==> src/rtl/scie_fir_sequencer.sv <==
// Operand-pair sequencer for the pipelined complex-FIR custom instruction unit.
// Optional `SCIE_SEQ_PERF_CNT_EN adds perf_done / perf_stall counters.
module scie_fir_sequencer #(
  parameter int unsigned XLEN       = 32,
  parameter int unsigned NTAPS      = 5,
  parameter int unsigned RD_LATENCY = 1,
  parameter logic [6:0]  OPC_LOAD_A = 7'h0B,
  parameter logic [6:0]  OPC_LOAD_B = 7'h2B,
  parameter logic [6:0]  OPC_EXEC   = 7'h5B
) (
  input  logic            clock,
  input  logic            reset,
  input  logic            in_valid,
  output logic            in_ready,
  input  logic [XLEN-1:0] in_a,
  input  logic [XLEN-1:0] in_b,
  output logic            out_valid,
  input  logic            out_ready,
  output logic [XLEN-1:0] out_data,
  output logic            busy,
  output logic            scie_valid,
  output logic [31:0]     scie_insn,
  output logic [XLEN-1:0] scie_rs1,
  output logic [XLEN-1:0] scie_rs2,
  input  logic [XLEN-1:0] scie_rd
`ifdef SCIE_SEQ_PERF_CNT_EN
  ,
  output logic [31:0]     perf_done,
  output logic [31:0]     perf_stall
`endif
);

  localparam int unsigned IDX_W  = (NTAPS > 1) ? $clog2(NTAPS) : 1;
  localparam int unsigned WCNT_W = (RD_LATENCY > 1) ? $clog2(RD_LATENCY) : 1;

  typedef enum logic [2:0] {
    S_LOAD, S_ISSUE_A, S_ISSUE_B, S_EXEC, S_WAIT, S_HOLD
  } state_t;

  state_t            state_q, state_n;
  logic [IDX_W-1:0]  idx_q, idx_n;
  logic [WCNT_W-1:0] wcnt_q, wcnt_n;
  logic [XLEN-1:0]   a_q, a_n, b_q, b_n, data_n;
  logic              in_ready_n, out_valid_n, busy_n, scie_valid_n;
  logic [31:0]       scie_insn_n;
  logic [XLEN-1:0]   scie_rs1_n, scie_rs2_n;

  // Next state, then every output decoded from the next state so all ports are flops
  always_comb begin
    state_n = state_q;
    idx_n   = idx_q;
    wcnt_n  = wcnt_q;
    a_n     = a_q;
    b_n     = b_q;
    data_n  = out_data;
    unique case (state_q)
      S_LOAD: begin
        if (in_valid && in_ready) begin
          a_n     = in_a;
          b_n     = in_b;
          state_n = S_ISSUE_A;
        end
      end
      S_ISSUE_A: state_n = S_ISSUE_B;
      S_ISSUE_B: begin
        if (idx_q == IDX_W'(NTAPS - 1)) begin
          state_n = S_EXEC;
        end else begin
          idx_n   = idx_q + IDX_W'(1);
          state_n = S_LOAD;
        end
      end
      S_EXEC: begin
        wcnt_n  = WCNT_W'(RD_LATENCY - 1);
        state_n = S_WAIT;
      end
      S_WAIT: begin
        if (wcnt_q == '0) begin
          data_n  = scie_rd;
          state_n = S_HOLD;
        end else begin
          wcnt_n = wcnt_q - WCNT_W'(1);
        end
      end
      S_HOLD: begin
        if (out_ready) begin
          idx_n   = '0;
          state_n = S_LOAD;
        end
      end
      default: state_n = S_LOAD;
    endcase

    in_ready_n   = (state_n == S_LOAD);
    out_valid_n  = (state_n == S_HOLD);
    busy_n       = !((state_n == S_LOAD) && (idx_n == '0));
    scie_valid_n = 1'b0;
    scie_insn_n  = '0;
    scie_rs1_n   = '0;
    scie_rs2_n   = '0;
    unique case (state_n)
      S_ISSUE_A: begin
        scie_valid_n = 1'b1;
        scie_insn_n  = 32'(OPC_LOAD_A);
        scie_rs1_n   = a_n;
        scie_rs2_n   = XLEN'(idx_n);
      end
      S_ISSUE_B: begin
        scie_valid_n = 1'b1;
        scie_insn_n  = 32'(OPC_LOAD_B);
        scie_rs1_n   = b_n;
        scie_rs2_n   = XLEN'(idx_n);
      end
      S_EXEC: begin
        scie_valid_n = 1'b1;
        scie_insn_n  = 32'(OPC_EXEC);
      end
      default: ;
    endcase
  end

  always_ff @(posedge clock or negedge reset) begin
    if (!reset) begin
      state_q    <= S_LOAD;
      idx_q      <= '0;
      wcnt_q     <= '0;
      a_q        <= '0;
      b_q        <= '0;
      in_ready   <= 1'b1;
      out_valid  <= 1'b0;
      out_data   <= '0;
      busy       <= 1'b0;
      scie_valid <= 1'b0;
      scie_insn  <= '0;
      scie_rs1   <= '0;
      scie_rs2   <= '0;
    end else begin
      state_q    <= state_n;
      idx_q      <= idx_n;
      wcnt_q     <= wcnt_n;
      a_q        <= a_n;
      b_q        <= b_n;
      in_ready   <= in_ready_n;
      out_valid  <= out_valid_n;
      out_data   <= data_n;
      busy       <= busy_n;
      scie_valid <= scie_valid_n;
      scie_insn  <= scie_insn_n;
      scie_rs1   <= scie_rs1_n;
      scie_rs2   <= scie_rs2_n;
    end
  end

`ifdef SCIE_SEQ_PERF_CNT_EN
  // Completed results and cycles the consumer left a result waiting
  always_ff @(posedge clock or negedge reset) begin
    if (!reset) begin
      perf_done  <= '0;
      perf_stall <= '0;
    end else if (state_q == S_HOLD) begin
      if (out_ready) perf_done  <= perf_done + 32'd1;
      else           perf_stall <= perf_stall + 32'd1;
    end
  end
`endif

endmodule
==> config.mk <==
export PLATFORM = sky130hd
export DESIGN_NAME = scie_fir_sequencer
export DESIGN_NICKNAME = d
export VERILOG_FILES = /design/src/rtl/scie_fir_sequencer.sv
export SDC_FILE = /design/constraint.sdc
export NUM_CORES = 1
export LEC_CHECK = 0
export BUFFER_PORTS_ARGS = -buffer_cell sky130_fd_sc_hd__buf_2
export CAP_MARGIN = 40
export CORE_ASPECT_RATIO = 2
export CORE_MARGIN = 4
export CORE_UTILIZATION = 30
export CTS_CLUSTER_SIZE = 10
export DETAILED_ROUTE_END_ITERATION = 10
export RECOVER_POWER = 50
export SLEW_MARGIN = 20
export SYNTH_ARGS = -nofsm -noshare
export SYNTH_HDL_FRONTEND = slang
export SYNTH_SLANG_ARGS = --single-unit
==> constraint.sdc <==
create_clock -name clock -period 3.83 [get_ports clock]
set_clock_uncertainty 0.2 [all_clocks]
set_input_delay 0.766 -clock clock [delete_from_list [all_inputs] [get_ports clock]]
set_output_delay 0.766 -clock clock [all_outputs]
set_load 0.02 [all_outputs]
-- Word-level counts from Yosys, hierarchy flattened
Cells that the tools add are included.
- add/sub/neg operators: 2
- eq/ne operators: 10
- muxes and demuxes: 18
- bitwise logic cells: 1
- reduce and logical (&&, ||, !) cells: 10
- operators with widths (operator ; number):
    two-way mux 32 bit ; 4
    case mux 32 bit (2 select lines) ; 1
    case mux 7 bit (3 select lines) ; 1
    two-way mux 3 bit ; 6
    case mux 3 bit (6 select lines) ; 1
    equality test 3 x 2 -> 1 bit, second input constant ; 4
    equality test 3 bit, second input constant ; 4
    zero test 3 bit ; 3
    equality test 3 x 1 -> 1 bit, second input constant ; 2
    case mux 3 bit (2 select lines) ; 1
    adder 3 x 1 -> 3 bit, second input constant ; 1
    OR reduction 3 bit ; 1
    logical AND 1 bit ; 2
    two-way mux 1 bit ; 2
    two-way mux 2 bit ; 1
    case mux 1 bit (2 select lines) ; 1
    AND reduction 2 bit ; 1
    nonzero test 2 bit ; 1
    OR reduction 2 bit ; 1
    zero test 1 bit ; 1
    NOT 1 bit ; 1
    subtractor 1 bit, second input constant ; 1
- register bits: 203
- input bits: 100
- output and inout bits: 132
- logic and storage cells: 54

-- Logic depth before layout (Yosys ltp)
Gate-level depths: netlist of run 1.
- depth in word-level cells: 6
- depth in mapped cells: 6
- depth with buffers taken out: 6

-- Least setup slack after synthesis of run 1
Ideal clock, no wire load.
- path kind: input-to-reg
- from: input port in_valid
- to: register scie_rs1[10]
- setup time: 121 ps
- arrival: 1841 ps
- slack: 1668 ps
- cell stages on the path: 6
- cell sequence: nand2_1 nor4_2 buf_4 buf_6 mux2_4 a22o_1
- elaborated cells on any way between the ends: 10
- those cells by class: eq/ne: 2; mux: 7; reduce/logical: 1
- RTL lines (element ; RTL line ; source):
    start, declared ; 13 ; input logic in_valid,
    logical AND 1 bit ; 58 ; if (in_valid && in_ready) begin
    two-way mux 32 bit ; 58 ;
    two-way mux 32 bit ; 56 ; unique case (state_q)
    net b_n[10] ; 43 ; logic [XLEN-1:0] a_q, a_n, b_q, b_n, data_n;
    case mux 32 bit (2 select lines) ; 101 ; unique case (state_n)
    net scie_rs1_n[10] ; 46 ; logic [XLEN-1:0] scie_rs1_n, scie_rs2_n;
    end signal, assigned ; 149 ; scie_rs1 <= scie_rs1_n;
    end, declared ; 23 ; output logic [XLEN-1:0] scie_rs1,
The timed path passes the listed nets, and every way through them passes these cells.
A chain may end at the register's enable or synchronous reset.

==> impl_table.tex, run 1 <==
\begin{tabular}{lr}
\hline
Metric & Value \\
\hline
\multicolumn{2}{l}{\textbf{Global route}} \\
Global-route congestion overflow total & 0 \\
Maximum number of pins on one net before global-route repair & 70 \\
GRT Overall Usage & 0.113 \\
Initial antenna violation count & 0 \\
Number of global-route vias before repair & 3121 \\
Wire length of the first global-routing pass & 15.2 mm \\
\multicolumn{2}{l}{\textbf{Clock tree}} \\
Post-cts repair resize count & 0 \\
Clock tree root buffer cell & sky130\_fd\_sc\_hd\_\_clkbuf\_16 \\
Setup Buffers After CTS & 0 \\
Deepest clock path buffer count & 2 \\
H-tree levels & 3 \\
Cts-stage hold buffer count & 0 \\
Clock network latency to the later pin of the worst-skew pair & 0.35 ns \\
CTS clk-pin slew, worst paths & 0.07 ns \\
Inserted Clock Buffers & 9 \\
CTS tree & done \\
Clock Sinks & 112 \\
\multicolumn{2}{l}{\textbf{Critical path}} \\
Critical Path Slowest Stage Cell & sky130\_fd\_sc\_hd\_\_clkbuf\_2 \\
Kind of cell adding the most delay to the critical path & buffers and inverters \\
Worst path cell trace & buf\_4 -> clkbuf\_2 \\
Peak fanout along the critical path & 64 \\
Data arrival time of the critical path & 2.53 ns \\
Number of buffer and inverter stages on the critical path & 2 \\
Setup CP Type & in2async \\
CP peak stage delay & 1.21 ns \\
Req. time, crit path & 3.82 ns \\
Sort of element at the end of the critical path & asynchronous set/reset pin \\
Crit path launch type & input port \\
\multicolumn{2}{l}{\textbf{Floorplan}} \\
Die Ht & 184 µm \\
Top Ports & 232 \\
Standard-cell row count & 64 \\
Core region area & 15300 µm² \\
Die area & 17700 µm² \\
Starting Density & 0.304 \\
Horiz. Die Dim & 96.1 µm \\
\multicolumn{2}{l}{\textbf{Placement}} \\
HPWL after detailed placement & 7.70 mm \\
Input/output buffers & 176 \\
Cells after DPL & 680 \\
Final weighted congestion in routability-driven placement & 0.726 \\
\multicolumn{2}{l}{\textbf{STA}} \\
Final count of hold timing violations & 0 \\
Tmin final & 2.53 ns \\
Tcrit/Tclk final & 0.661 \\
Least-Margin Pin Slew & 1.52 ns \\
\# setup viols final & 0 \\
Setup tns final & 0 ns \\
Setup repair after global routing missed its margin & no \\
Max-slew headroom at the worst pin & -0.0126 \\
Slew Viols, Final & 65 \\
Max Fclk & 395 MHz \\
\multicolumn{2}{l}{\textbf{Synthesis}} \\
Average footprint of a synthesized cell & 14.5 µm² \\
Syn Std Cell Area & 4650 µm² \\
Ys flop type & sky130\_fd\_sc\_hd\_\_dfrtp\_1 \\
Register bit total from synthesis & 112 \\
Synth area leaders & sky130\_fd\_sc\_hd\_\_dfrtp\_1 60\%, sky130\_fd\_sc\_hd\_\_mux2\_2 10\%, sky130\_fd\_sc\_hd\_\_buf\_4 9.5\%, sky130\_fd\_sc\_hd\_\_mux2\_4 6.5\%, sky130\_fd\_sc\_hd\_\_a22o\_1 6.0\% \\
Commonest cells in the synthesized netlist & 111 x sky130\_fd\_sc\_hd\_\_dfrtp\_1, 59 x sky130\_fd\_sc\_hd\_\_buf\_4, 42 x sky130\_fd\_sc\_hd\_\_mux2\_2 \\
Largest area contributor in the synthesized netlist & sky130\_fd\_sc\_hd\_\_dfrtp\_1 \\
Number of enable flip-flop cells after synthesis & 0 \\
Number of distinct library cell variants in the gate-level netlist after synthesis & 31 \\
Number of cells produced by synthesis & 322 \\
Sequential fraction of the synthesis area & 0.603 \\
Area share of the largest cell type after synthesis & 0.597 \\
Async S/R FF share, synth & 1.00 \\
Most frequent cell after synthesis & sky130\_fd\_sc\_hd\_\_dfrtp\_1 \\
Warnings, synthesis & 0 \\
\multicolumn{2}{l}{\textbf{Finish}} \\
Post-layout utilization of the core & 0.378 \\
Antenna Diode Count & 0 \\
Layout-stage area growth over the synthesis result & 24.4\% \\
Post-route insts no fill & 696 \\
Final net count & 595 \\
Share of final-layout standard cells stronger than drive strength 1 & 0.470 \\
\multicolumn{2}{l}{\textbf{Routing}} \\
Detailed-router iteration count before antenna repair & 4 \\
Starting DRT DRC Count & 63 \\
DRC violations left & 0 \\
Routed len/inst & 14.7 µm \\
Number of vias in the routed layout & 2992 \\
Routed via count divided by cell count & 4.30 \\
Final wirelength & 10.2 mm \\
Antenna Violating Nets Remaining & 0 \\
\multicolumn{2}{l}{\textbf{Power and ir drop}} \\
Worst ir drop on vdd & 0.279 mV \\
Standby leakage power & 2.98 nW \\
Total power density per cell area & 879 nW/µm² \\
\multicolumn{2}{l}{\textbf{Job}} \\
Max-cap check violation count & 1 \\
\multicolumn{2}{l}{\textbf{Outcome}} \\
Failing checks & capacitance limit, slew limit \\
Run status & complete, but fails checks \\
\multicolumn{2}{l}{\textbf{Hold path}} \\
Class of the worst hold path & in2async \\
\hline
\end{tabular}
[placed cells by master (no fill, tap or decap), types with 2 or more instances in the layout]
| master | instances |
|---|---|
| sky130_fd_sc_hd__a22o_1 | 32 |
| sky130_fd_sc_hd__mux2_2 | 41 |
| sky130_fd_sc_hd__conb_1 | 55 |
| sky130_fd_sc_hd__dfrtp_1 | 111 |
| sky130_fd_sc_hd__clkbuf_1 | 26 |
| sky130_fd_sc_hd__buf_12 | 2 |
| sky130_fd_sc_hd__nor2_1 | 5 |
| sky130_fd_sc_hd__nand2_1 | 2 |
| sky130_fd_sc_hd__buf_2 | 152 |
| sky130_fd_sc_hd__clkbuf_16 | 9 |
| sky130_fd_sc_hd__ha_1 | 2 |
| sky130_fd_sc_hd__a21o_1 | 3 |
| sky130_fd_sc_hd__clkbuf_8 | 2 |
| sky130_fd_sc_hd__buf_4 | 2 |
| sky130_fd_sc_hd__inv_1 | 6 |
| sky130_fd_sc_hd__nor2b_1 | 2 |
| sky130_fd_sc_hd__a21oi_1 | 3 |
| sky130_fd_sc_hd__or3_1 | 3 |
| sky130_fd_sc_hd__mux2_1 | 3 |
| sky130_fd_sc_hd__mux2_4 | 20 |
[sequential cells by signal, indices dropped and copies added (netlist names)]
| register | cells |
|---|---|
| scie_insn | 3 |
| out_data | 32 |
| busy | 1 |
| state_q | 3 |
| scie_rs2 | 3 |
| scie_valid | 1 |
| out_valid | 1 |
| b_q | 32 |
| in_ready | 1 |
| idx_q | 3 |
| scie_rs1 | 32 |
[cell families after synthesis]
| group | synth area share |
|---|---|
| AOI/OAI and AO/OA | 0.0739 |
| adders and majority gates | 0.00538 |
| buffers and inverters | 0.119 |
| DFF | 0.603 |
| muxes | 0.171 |
| other | 0.000806 |
| and+or+nand+nor | 0.0277 |
[cell type report]
cell class	instances	area, µm²
repair buffers	180	907
multi-input cells	184	1500
well taps	198	248
inverters	6	22.5
flip-flops and latches	112	2800
clock inverters	2	38.8
fillers	1500	9510
clock buffers	14	264
[path summary, 6_finish.rpt]
path	startpoint	end	slack (ns)	cells past startpoint
setup / recovery	reset	b_q[28]$_DFF_PN0_	1.30	2
hold reg to reg	out_data[5]$_DFFE_PN0P_	out_data[5]$_DFFE_PN0P_	0.30	1
max in group clock	state_q[1]$_DFF_PN0_	out_data[11]$_DFFE_PN0P_	1.55	4
min in group clock	out_data[5]$_DFFE_PN0P_	out_data[5]$_DFFE_PN0P_	0.30	1
hold / removal	reset	out_data[10]$_DFFE_PN0P_	0.23	1
setup reg to reg	state_q[1]$_DFF_PN0_	out_data[11]$_DFFE_PN0P_	1.55	4
[where the power goes]
group          internal, mW  switching [mW]
Clock                 0.545           0.404
Combinational         0.908            1.24
Sequential             1.76           0.225
Total                  3.22            1.87
[per-stage QoR]
step | power (mW) | hold WS [ns] | worst slack, ns | area, µm²
after floorplan | 3.56 | 0.268 | 1.67 | 4860
after global placement | 4.15 | 0.271 | 1.42 | 5520
final | 5.09 | 0.234 | 1.30 | 5790
after detailed placement | 4.25 | 0.280 | 1.35 | 5540
after CTS | 5.22 | 0.250 | 1.66 | 5850
after global routing | 5.41 | 0.278 | 0.821 | 5790
[metal layers]
| metal | track usage | part of all wire | vias to the layer above |
|---|---|---|---|
| li1 | - | - | 1340 |
| met1 | 0.110 | 0.33 | 1470 |
| met2 | 0.209 | 0.54 | 163 |
| met3 | 0.0335 | 0.10 | 19 |
| met4 | 0.0570 | 0.026 | 0 |
| met5 | 0 | 0 | - |
No activity file was read; power rests on OpenSTA's default activity.
==> run 2: changes to the inputs <==
Settings changed: ABC_AREA set to 1.
Clock period 3.83 ns to 2.6 ns, I/O delays scaled along.
==> run 2 against run 1 <==
- the run now ends clean
- sequential power up 41%
- register-to-register slack worse by 0.90 ns
- global-route usage up 2.2 points
- cell area up 2.0%
- utilization down 0.24 points
- via count up 27%
- wire length up 18%
- first-iteration DRC count up 33%
- critical endpoint is now out_data[16]$_DFFE_PN0P_
- largest cell class unchanged
- largest power group is now sequential cells
==> impl_table.tex, run 2 <==
\begin{tabular}{lr}
\hline
Metric & Value \\
\hline
\multicolumn{2}{l}{\textbf{Outcome}} \\
Run status & complete, no violations (was complete, but fails checks) \\
\multicolumn{2}{l}{\textbf{STA}} \\
Setup tns final & 0 ns (unchanged) \\
Tcrit/Tclk final & 0.750 \\
Max Fclk & 513 MHz \\
Max-slew headroom at the worst pin & 0.467 (was -0.0126) \\
Setup ws final & 0.649 ns (was 1.30 ns) \\
Slew Viols, Final & 0 (was 65) \\
\# setup viols final & 0 (unchanged) \\
Final count of hold timing violations & 0 (unchanged) \\
Setup repair after global routing missed its margin & no (unchanged) \\
Least-Margin Pin Slew & 0.800 ns (was 1.52 ns) \\
Tmin final & 1.95 ns \\
\multicolumn{2}{l}{\textbf{Synthesis}} \\
Number of enable flip-flop cells after synthesis & 0 (unchanged) \\
Area share of fa/ha/maj cells after synthesis & 0.00524 (was 0.00538) \\
Xor and xnor fraction of the mapped netlist area & 0 (unchanged) \\
Dominant combinational cell family by area after synthesis & simple AND/OR/NAND/NOR gates (was multiplexers) \\
Ys flop type & sky130\_fd\_sc\_hd\_\_dfrtp\_1 (unchanged) \\
Syn Std Cell Area & 4770 µm² (was 4650 µm²) \\
Most frequent cell after synthesis & sky130\_fd\_sc\_hd\_\_nand2\_1 (was sky130\_fd\_sc\_hd\_\_dfrtp\_1) \\
Area share of the largest cell type after synthesis & 0.582 (was 0.597) \\
Register bit total from synthesis & 112 (unchanged) \\
Largest area contributor in the synthesized netlist & sky130\_fd\_sc\_hd\_\_dfrtp\_1 (unchanged) \\
Commonest cells in the synthesized netlist & 243 x sky130\_fd\_sc\_hd\_\_nand2\_1, 111 x sky130\_fd\_sc\_hd\_\_dfrtp\_1, 58 x sky130\_fd\_sc\_hd\_\_buf\_4 (was 111 x sky130\_fd\_sc\_hd\_\_dfrtp\_1, 59 x sky130\_fd\_sc\_hd\_\_buf\_4, 42 x sky130\_fd\_sc\_hd\_\_mux2\_2) \\
Number of cells produced by synthesis & 549 (was 322) \\
Post-synthesis simple-gate area fraction & 0.220 (was 0.0277) \\
Number of distinct library cell variants in the gate-level netlist after synthesis & 18 (was 31) \\
Synth area leaders & sky130\_fd\_sc\_hd\_\_dfrtp\_1 58\%, sky130\_fd\_sc\_hd\_\_nand2\_1 19\%, sky130\_fd\_sc\_hd\_\_buf\_4 9.1\%, sky130\_fd\_sc\_hd\_\_inv\_1 3.5\%, sky130\_fd\_sc\_hd\_\_o21ai\_1 3.5\% (was sky130\_fd\_sc\_hd\_\_dfrtp\_1 60\%, sky130\_fd\_sc\_hd\_\_mux2\_2 10\%, sky130\_fd\_sc\_hd\_\_buf\_4 9.5\%, sky130\_fd\_sc\_hd\_\_mux2\_4 6.5\%, sky130\_fd\_sc\_hd\_\_a22o\_1 6.0\%) \\
Sequential fraction of the synthesis area & 0.588 (was 0.603) \\
Multiplexer fraction of the synthesized cell area & 0 (was 0.171) \\
Async S/R FF share, synth & 1.00 (unchanged) \\
Average footprint of a synthesized cell & 8.69 µm² (was 14.5 µm²) \\
Warnings, synthesis & 0 (unchanged) \\
Synthesized-area fraction occupied by ao, oa, aoi and oai cells & 0.0357 (was 0.0739) \\
\multicolumn{2}{l}{\textbf{Global route}} \\
Number of global-route vias before repair & 3823 (was 3121) \\
Global-route congestion overflow total & 0 (unchanged) \\
Wire length of the first global-routing pass & 19.3 mm (was 15.2 mm) \\
Global route hottest layer & met2 (unchanged) \\
Initial antenna violation count & 1 (was 0) \\
GR Layer Usage met2 & 0.267 (was 0.209) \\
Met3 usage & 0.0337 (was 0.0335) \\
Global-route track usage on met1 & 0.123 (was 0.110) \\
GRT Overall Usage & 0.135 (was 0.113) \\
Maximum number of pins on one net before global-route repair & 68 (was 70) \\
\multicolumn{2}{l}{\textbf{Finish}} \\
Share of final-layout standard cells stronger than drive strength 1 & 0.210 (was 0.470) \\
Most common cell after layout, fill and taps aside & sky130\_fd\_sc\_hd\_\_nand2\_1 (was sky130\_fd\_sc\_hd\_\_buf\_2) \\
Reg area & 2800 µm² (unchanged) \\
Final net count & 820 (was 595) \\
Combined area of the multi-input logic cells & 1450 µm² (was 1500 µm²) \\
Filler Cells Inserted & 1688 (was 1500) \\
Largest regs & b\_q x32, out\_data x32, scie\_rs1 x32 (unchanged) \\
Most frequent cells in the layout & 244 x sky130\_fd\_sc\_hd\_\_nand2\_1, 120 x sky130\_fd\_sc\_hd\_\_buf\_2, 111 x sky130\_fd\_sc\_hd\_\_dfrtp\_1 (was 152 x sky130\_fd\_sc\_hd\_\_buf\_2, 111 x sky130\_fd\_sc\_hd\_\_dfrtp\_1, 55 x sky130\_fd\_sc\_hd\_\_conb\_1) \\
Layout-stage area growth over the synthesis result & 23.6\% (was 24.4\%) \\
Post-route insts no fill & 925 (was 696) \\
Post-layout utilization of the core & 0.376 (was 0.378) \\
Post-Layout Inst Area & 5900 µm² (was 5790 µm²) \\
\multicolumn{2}{l}{\textbf{Clock tree}} \\
H-tree levels & 3 (unchanged) \\
Deepest clock path buffer count & 2 (unchanged) \\
Clock network latency to the later pin of the worst-skew pair & 0.35 ns (about the same) \\
Post-cts repair resize count & 0 (unchanged) \\
CTS clk-pin slew, worst paths & 0.07 ns (about the same) \\
Cts-stage hold buffer count & 1 (was 0) \\
Clock tree root buffer cell & sky130\_fd\_sc\_hd\_\_clkbuf\_16 (unchanged) \\
Setup Buffers After CTS & 0 (unchanged) \\
Clock Sinks & 112 (unchanged) \\
CTS tree & done (unchanged) \\
Inserted Clock Buffers & 9 (unchanged) \\
\multicolumn{2}{l}{\textbf{Floorplan}} \\
Horiz. Die Dim & 97.2 µm (was 96.1 µm) \\
Die area & 18100 µm² (was 17700 µm²) \\
Core region area & 15700 µm² (was 15300 µm²) \\
Die Ht & 186 µm (was 184 µm) \\
Starting Density & 0.304 (about the same) \\
Top Ports & 232 (unchanged) \\
Standard-cell row count & 65 (was 64) \\
\multicolumn{2}{l}{\textbf{Hold path}} \\
Class of the worst hold path & in2reg (was in2async) \\
Hold Startpoint & scie\_rd[31] \\
Cells on Worst Hold Path & 3 \\
\multicolumn{2}{l}{\textbf{Critical path}} \\
Req. time, crit path & 2.64 ns (was 3.82 ns) \\
Setup CP Type & reg2reg (was in2async) \\
Worst r2r src & state\_q[1]\$\_DFF\_PN0\_ (unchanged) \\
Peak fanout along the critical path & 32 (was 64) \\
Sort of element at the end of the critical path & register (was asynchronous set/reset pin) \\
Critical path startpoint & state\_q[1]\$\_DFF\_PN0\_ (was reset) \\
Data arrival time of the critical path & 1.99 ns (was 2.53 ns) \\
Logic depth of the worst register-to-register path & 6 (was 4) \\
Crit path launch type & register (was input port) \\
\multicolumn{2}{l}{\textbf{Placement}} \\
Final weighted congestion in routability-driven placement & 0.744 (was 0.726) \\
HPWL after detailed placement & 8.88 mm (was 7.70 mm) \\
Cells after DPL & 907 (was 680) \\
Worst Setup Slack post-DPL & 0.657 ns (was 1.35 ns) \\
Placement-stage cell area & 5660 µm² (was 5540 µm²) \\
Input/output buffers & 176 (unchanged) \\
\multicolumn{2}{l}{\textbf{Job}} \\
Max-cap check violation count & 0 (was 1) \\
\multicolumn{2}{l}{\textbf{Routing}} \\
Routed via count divided by cell count & 4.11 (was 4.30) \\
Starting DRT DRC Count & 84 (was 63) \\
DRC violations left & 0 (unchanged) \\
Routed len/inst & 13.1 µm (was 14.7 µm) \\
Number of vias in the routed layout & 3801 (was 2992) \\
Final wirelength & 12.1 mm (was 10.2 mm) \\
Detailed-router iteration count before antenna repair & 6 (was 4) \\
Antenna Violating Nets Remaining & 0 (unchanged) \\
\multicolumn{2}{l}{\textbf{Power and ir drop}} \\
Standby leakage power & 3.37 nW (was 2.98 nW) \\
Worst ir drop on vdd & 0.472 mV (was 0.279 mV) \\
Total power density per cell area & 1200 nW/µm² (was 879 nW/µm²) \\
\hline
\end{tabular}
## run 2: layout make-up
class,count,area share
Antenna cell,1,0.000424
Clock buffer,11,0.0428
Clock inverter,5,0.00933
Inverter,49,0.0312
Multi-Input combinational cell,362,0.246
Sequential cell,112,0.475
Tap cell,201,0.0426
Timing Repair Buffer,184,0.152
## run 2: power by group
part,internal (mW),switching [mW]
clock network,0.798,0.642
registers,2.51,0.301
logic,0.790,2.02
total,4.09,2.96
## run 2: cell families (layout without fill, tap and decap cells)
| logic type | Yosys count | in the layout |
|---|---|---|
| adder cells (fa/ha/maj) | 2 | 2 |
| flip-flops | 112 | 112 |
| other | 1 | 56 |
| AO/OA/AOI/OAI | 34 | 34 |
| buffers and inverters | 129 | 249 |
| AND/OR/NAND/NOR | 271 | 271 |
## run 2: worst paths after layout
| check | end | slack, ns |
|---|---|---|
| worst min-delay path | out_data[31]$_DFFE_PN0P_ | 0.17 |
| worst max register to register | out_data[16]$_DFFE_PN0P_ | 0.65 |
| worst max-delay path | out_data[16]$_DFFE_PN0P_ | 0.65 |
| worst min register to register | out_data[14]$_DFFE_PN0P_ | 0.27 |
| min in group asynchronous | scie_rs1[16]$_DFF_PN0_ | 0.58 |
| max in group asynchronous | in_ready$_DFF_PN1_ | 0.74 |
## run 2: metrics by stage
| stage | power [mW] | hold WS (ns) |
|---|---|---|
| 5_1_grt | 7.63 | 0.158 |
| 2_1_floorplan | 4.84 | 0.0244 |
| 4_1_cts | 7.29 | 0.145 |
| 3_3_place_gp | 5.77 | 0.249 |
| 3_5_place_dp | 5.82 | 0.254 |
| 6_report | 7.06 | 0.165 |
## run 2: metal layers
| metal | up-vias | wire [µm] |
|---|---|---|
| met4 | 0 | 352 |
| met1 | 1759 | 4050 |
| met2 | 157 | 6810 |
| met5 | - | 0 |
| met3 | 20 | 883 |
| li1 | 1865 | - |
## run 2: critical path: stages, from the launching register on
cell and delay [ns]:
sky130_fd_sc_hd__dfrtp_1 0.41, sky130_fd_sc_hd__inv_1 0.10, sky130_fd_sc_hd__nand2_1 0.11, sky130_fd_sc_hd__nor2_1 0.42, sky130_fd_sc_hd__inv_2 0.38, sky130_fd_sc_hd__nand2_1 0.14
sky130_fd_sc_hd__nand2_1 0.06
